**src/rtl/st7735_pkg.sv**
```systemverilog
// Shared definitions for the ST7735 display path: serialiser state encoding,
// byte width and the panel command opcodes the controller issues.
package st7735_pkg;

  typedef enum logic [1:0] {
    S_IDLE = 2'd0,
    S_LO   = 2'd1,
    S_HI   = 2'd2
  } spi_state_t;

  localparam int SPI_BITS = 8;

  // ST7735 command opcodes (column/row address set, memory write)
  localparam logic [7:0] CMD_CASET = 8'h2A;
  localparam logic [7:0] CMD_RASET = 8'h2B;
  localparam logic [7:0] CMD_RAMWR = 8'h2C;

endpackage

```
**src/rtl/st7735_spi_master.sv**
```systemverilog
// SPI mode-0 byte transmitter for the ST7735 panel. Serialises one byte
// MSB first on tft_sck/tft_mosi per accepted spi_start. All outputs are
// registered; the divider is inline so a byte takes exactly 16*CLK_DIV cycles.
module st7735_spi_master
  import st7735_pkg::*;
#(
  parameter int CLK_HZ     = 100_000_000,
  parameter int CLK_DIV    = 4,
  parameter int SCK_MAX_HZ = 15_000_000
) (
  input  logic       clk,
  input  logic       rst_n,
  input  logic       spi_start,
  input  logic [7:0] spi_data,
  output logic       spi_busy,
  output logic       spi_done,
  output logic       tft_sck,
  output logic       tft_mosi
);

  localparam int DIV_W  = ($clog2(CLK_DIV + 1) < 1) ? 1 : $clog2(CLK_DIV + 1);
  localparam int SCK_HZ = CLK_HZ / (2 * ((CLK_DIV > 0) ? CLK_DIV : 1));
  localparam logic [DIV_W-1:0] DIV_LAST = DIV_W'(CLK_DIV - 1);
  localparam logic [2:0]       BIT_LAST = 3'(SPI_BITS - 1);

  // Reject divider settings that are out of range or overclock the panel
  if (CLK_DIV < 1 || CLK_DIV > 255) begin : g_bad_div
    $fatal(1, "st7735_spi_master: CLK_DIV must be 1..255");
  end
  if (SCK_HZ > SCK_MAX_HZ) begin : g_bad_rate
    $fatal(1, "st7735_spi_master: SCK rate exceeds SCK_MAX_HZ");
  end

  spi_state_t          state_q, state_d;
  logic [SPI_BITS-1:0] shift_q, shift_d;
  logic [2:0]          bit_cnt_q, bit_cnt_d;
  logic [DIV_W-1:0]    div_cnt_q, div_cnt_d;
  logic                sck_q, sck_d;
  logic                mosi_q, mosi_d;
  logic                busy_q, busy_d;
  logic                done_q, done_d;

  // Next-state logic: idle/load, SCK low half, SCK high half
  always_comb begin
    state_d   = state_q;
    shift_d   = shift_q;
    bit_cnt_d = bit_cnt_q;
    div_cnt_d = div_cnt_q;
    sck_d     = sck_q;
    mosi_d    = mosi_q;
    busy_d    = busy_q;
    done_d    = 1'b0;
    case (state_q)
      S_IDLE: begin
        busy_d = 1'b0;
        sck_d  = 1'b0;
        if (spi_start) begin
          shift_d   = spi_data;
          mosi_d    = spi_data[SPI_BITS-1];
          bit_cnt_d = '0;
          div_cnt_d = '0;
          busy_d    = 1'b1;
          state_d   = S_LO;
        end
      end
      S_LO: begin
        sck_d = 1'b0;
        if (div_cnt_q == DIV_LAST) begin
          sck_d     = 1'b1;
          div_cnt_d = '0;
          state_d   = S_HI;
        end else begin
          div_cnt_d = div_cnt_q + DIV_W'(1);
        end
      end
      S_HI: begin
        sck_d = 1'b1;
        if (div_cnt_q == DIV_LAST) begin
          sck_d     = 1'b0;
          div_cnt_d = '0;
          if (bit_cnt_q == BIT_LAST) begin
            // Last bit sampled; MOSI holds its value into idle
            busy_d  = 1'b0;
            done_d  = 1'b1;
            state_d = S_IDLE;
          end else begin
            shift_d   = {shift_q[SPI_BITS-2:0], 1'b0};
            mosi_d    = shift_q[SPI_BITS-2];
            bit_cnt_d = bit_cnt_q + 3'd1;
            state_d   = S_LO;
          end
        end else begin
          div_cnt_d = div_cnt_q + DIV_W'(1);
        end
      end
      default: begin
        state_d = S_IDLE;
        busy_d  = 1'b0;
        sck_d   = 1'b0;
      end
    endcase
  end

  // State registers; async reset drops SCK/MOSI/busy immediately
  always_ff @(posedge clk or negedge rst_n) begin
    if (!rst_n) begin
      state_q   <= S_IDLE;
      shift_q   <= '0;
      bit_cnt_q <= '0;
      div_cnt_q <= '0;
      sck_q     <= 1'b0;
      mosi_q    <= 1'b0;
      busy_q    <= 1'b0;
      done_q    <= 1'b0;
    end else begin
      state_q   <= state_d;
      shift_q   <= shift_d;
      bit_cnt_q <= bit_cnt_d;
      div_cnt_q <= div_cnt_d;
      sck_q     <= sck_d;
      mosi_q    <= mosi_d;
      busy_q    <= busy_d;
      done_q    <= done_d;
    end
  end

  assign spi_busy = busy_q;
  assign spi_done = done_q;
  assign tft_sck  = sck_q;
  assign tft_mosi = mosi_q;

endmodule
```
**config.mk**
```make
export PLATFORM = sky130hd
export DESIGN_NAME = st7735_spi_master
export DESIGN_NICKNAME = d
export VERILOG_FILES = /design/src/rtl/st7735_pkg.sv /design/src/rtl/st7735_spi_master.sv
export SDC_FILE = /design/constraint.sdc
export NUM_CORES = 1
export LEC_CHECK = 0
export ABC_AREA = 1
export BUFFER_PORTS_ARGS = -buffer_cell sky130_fd_sc_hd__buf_2
export CAP_MARGIN = 20
export CELL_PAD_IN_SITES_DETAIL_PLACEMENT = 0
export CELL_PAD_IN_SITES_GLOBAL_PLACEMENT = 1
export CORE_AREA = 2 2 71 56
export CTS_BUF_LIST = sky130_fd_sc_hd__clkbuf_8
export DETAILED_ROUTE_END_ITERATION = 6
export DIE_AREA = 0 0 73 58
export GPL_TIMING_DRIVEN = 0
export PLACE_DENSITY_LB_ADDON = 0.1
export SYNTH_ARGS = -nofsm -noshare
export SYNTH_HDL_FRONTEND = slang
export SYNTH_SLANG_ARGS = --single-unit
```
**constraint.sdc**
```tcl
create_clock -name clk -period 1.78 [get_ports clk]
set_input_delay 0.178 -clock clk [delete_from_list [all_inputs] [get_ports clk]]
set_output_delay 0.178 -clock clk [all_outputs]
set_load 0.01 [all_outputs]
```
==> flow_summary.yaml <==
finish:
  fillers: 387
  diodes: 0
  areaGrowthSynthToFinish_pct: 17.1
  multi_input_area_um2: 478
  drive_above_1_share_pct: 15.7
  register_area_um2: 475
  fin_nets: 172
routing:
  drt-vias-per-instance: 4.57
  via_count: 891
  ant_nets: 0
  wl_um: 2280
  drt-initial-drc-count: 54
  wl_per_cell_um: 11.7
  first_pass_iters: 4
  drc: 0
setup_path:
  crit_fanout: 10
  rr_endpoint: "shift_q[1]$_DFFE_PN0P_"
  critical_path_required_ps: 1930
  critPathLaunch: "state_q[0]$_DFFE_PN0P_"
  reg2reg_from: "state_q[0]$_DFFE_PN0P_"
  crit_path_end_kind: "flip-flop"
  ff2ff_setup_slack_ps: 180
  crit_arrival_ps: 1740
  startpoint_type: "flip-flop"
  criticalPathCategory: "reg2reg"
  rr_worst_depth: 9
synthesis:
  synth_area_mm2: 0.00104
  ys_types: 16
  syn_inst: 134
  yosysWarnings: 0
  ys_seq_elements: 19
  ys_seq_area_share_pct: 45.8
  syn-num-nets: 152
  avgSynthCellArea_um2: 7.75
timing:
  min_period_over_period_pct: 89.7
  fin_crit_ps: 1600
  finalClockSkew_ps: 3.50
  tns_ps: 0
  fmax_mhz: 626
  slew_headroom_pct: 70.8
  grt_setup_unrepaired: "false"
  worst_pin_slew_ps: 438
  fin_ws_ps: 184
  setup_viol: 0
  finalHoldViolCount: 0
  drv_slew: 0
clock_network:
  clockBufferDepth: 2
  clk_pin_slew_ps: 70
  cts_resized: 0
  cts_max_level: 1
  cts_setup_buffers: 0
  root_buffer: "clkbuf_8"
  clkSinkCount: 19
  clkLatencyLatePin_ps: 260
  cts.hold.buffers_added: 1
  tritoncts: "built"
  cts_inserted_buffers: 3
die:
  initial_core_util_pct: 29.3
  num_rows: 19
  die_w_um: 73
  core_mm2: 0.00354
  die_area_mm2: 0.00423
  io_pins: 15
  die_y_um: 58
global_route:
  grt_util_met1_pct: 17.8
  grt_use_met3_pct: 3.83
  overflow: 0
  grt_antenna_before_repair: 0
  grt_pass1_vias: 834
  grt.busiest_layer: "met1"
  grt_max_degree: 20
  grtUsageMet2_pct: 17.8
  grtUsageTotal_pct: 12.1
  grt_pass1_wl_um: 3960
placement:
  place_congestion: 0.692
  dp_hpwl_um: 1670
  portBuffers: 14
  pre_cts_slack_ps: 189
power_and_ir_drop:
  power_density_mw_per_mm2: 1620
  p_int_mw: 1.11
  vdd_ir_drop_max_mv: 0.550
  seq_power_share_pct: 34.4
  switching_power_uw: 862
  pwr-share-comb_pct: 50.5
  sw_frac_of_total_pct: 43.7
  p_leak_nw: 0.703
  power_frac_clock_pct: 15.0
run_status:
  status: "finished, final reports clean"
min_path:
  min_path_type: "in2reg"
  hp-start: "spi_start"
  whs_path_depth: 3
  whs_endpoint: "spi_busy$_DFFE_PN0P_"
flow_run:
  drv_cap: 0
[worst max-delay path by stage]
stage	endpoint	slack, ps	cells after the start
global placement	shift_q[3]$_DFFE_PN0P_	180	9
CTS	shift_q[2]$_DFFE_PN0P_	170	9
floorplan	tft_mosi$_DFFE_PN0P_	390	9
detailed placement	shift_q[2]$_DFFE_PN0P_	190	9
finish	shift_q[1]$_DFFE_PN0P_	180	9
global route	shift_q[5]$_DFFE_PN0P_	10	9
[cells in the mapped netlist, drive strengths merged]
cell type	instances	area [µm²]
nor3	1	5.00
nand4	12	75.1
nand3	3	20.0
nand2	63	236
ha	7	87.6
inv	13	48.8
a21oi	2	10.0
dfrtp	19	475
nor2	3	11.3
buf	5	36.3
o21ai	5	25.0
nand3b	1	7.51
[through the flow]
step	total power, mW	instances	hold slack (ps)	util, %	cell area [µm²]
after floorplan	1.42	134	-118	-	1040
after global placement	1.68	190	155	32.8	1160
after detailed placement	1.69	190	153	32.8	1160
after CTS	2.00	195	181	34.3	1220
after global routing	2.18	195	203	34.3	1220
final	1.97	195	183	34.3	1220
[layer usage]
metal	up-vias	routed length (µm)
met5	-	0
li1	465	-
met1	409	1230
met4	0	13
met3	2	104
met2	15	925
[power groups by stage]
| stage | registers (mW) | logic, mW | clock network, mW |
|---|---|---|---|
| 6_report | 0.678 | 0.996 | 0.297 |
| 5_1_grt | 0.705 | 1.15 | 0.320 |
| 3_5_place_dp | 0.686 | 1.01 | 0 |
| 2_1_floorplan | 0.684 | 0.737 | 0 |
| 4_1_cts | 0.678 | 1.01 | 0.310 |
| 3_3_place_gp | 0.679 | 0.999 | 0 |
[cell usage in the layout (no fill, tap or decap)]
cell type,instances
nor3_1,1
a21oi_1,2
nand3_1,2
nand3b_1,1
clkbuf_8,3
inv_1,13
nand4_1,12
inv_2,1
dfrtp_1,19
nor2_1,3
dlygate4sd3_1,1
buf_6,1
buf_2,16
o21ai_0,5
nand2_1,63
buf_4,2
ha_1,7
nand3_2,1
[cell families (layout without fill, tap and decap cells)]
logic type / Yosys count / count (layout) / share of synthesized area [%]
AND/OR/NAND/NOR: 83 / 83 / 34.2
flip-flops: 19 / 19 / 45.8
buffers and inverters: 18 / 37 / 8.19
AO/OA/AOI/OAI: 7 / 7 / 3.37
adder cells (fa/ha/maj): 7 / 7 / 8.43
[sequential cells by signal (all words and copies together) (netlist names)]
| name | flops |
|---|---|
| bit_cnt_q | 3 |
| div_cnt_q | 3 |
| shift_q | 7 |
| spi_busy | 1 |
| spi_done | 1 |
| state_q | 2 |
| tft_mosi | 1 |
| tft_sck | 1 |
[worst max-delay path: stages, from the launching register on]
cell and delay (ps):
dfrtp_1 400, inv_1 80, ha_1 270, inv_2 190
nand2_1 70, nand2_1 130, nand3_2 90, buf_6 160
nand2_1 60, nand2_1 50
[layout make-up]
class	count	area share, %
clock buffers	3	3.40
repair buffers	15	6.58
multi-input cells	97	39.3
flip-flops and latches	19	39.1
well taps	42	4.32
inverters	13	4.01
plain buffers	5	2.98
clock inverters	1	0.309
Note: power is estimated with default switching activity, not from simulation.
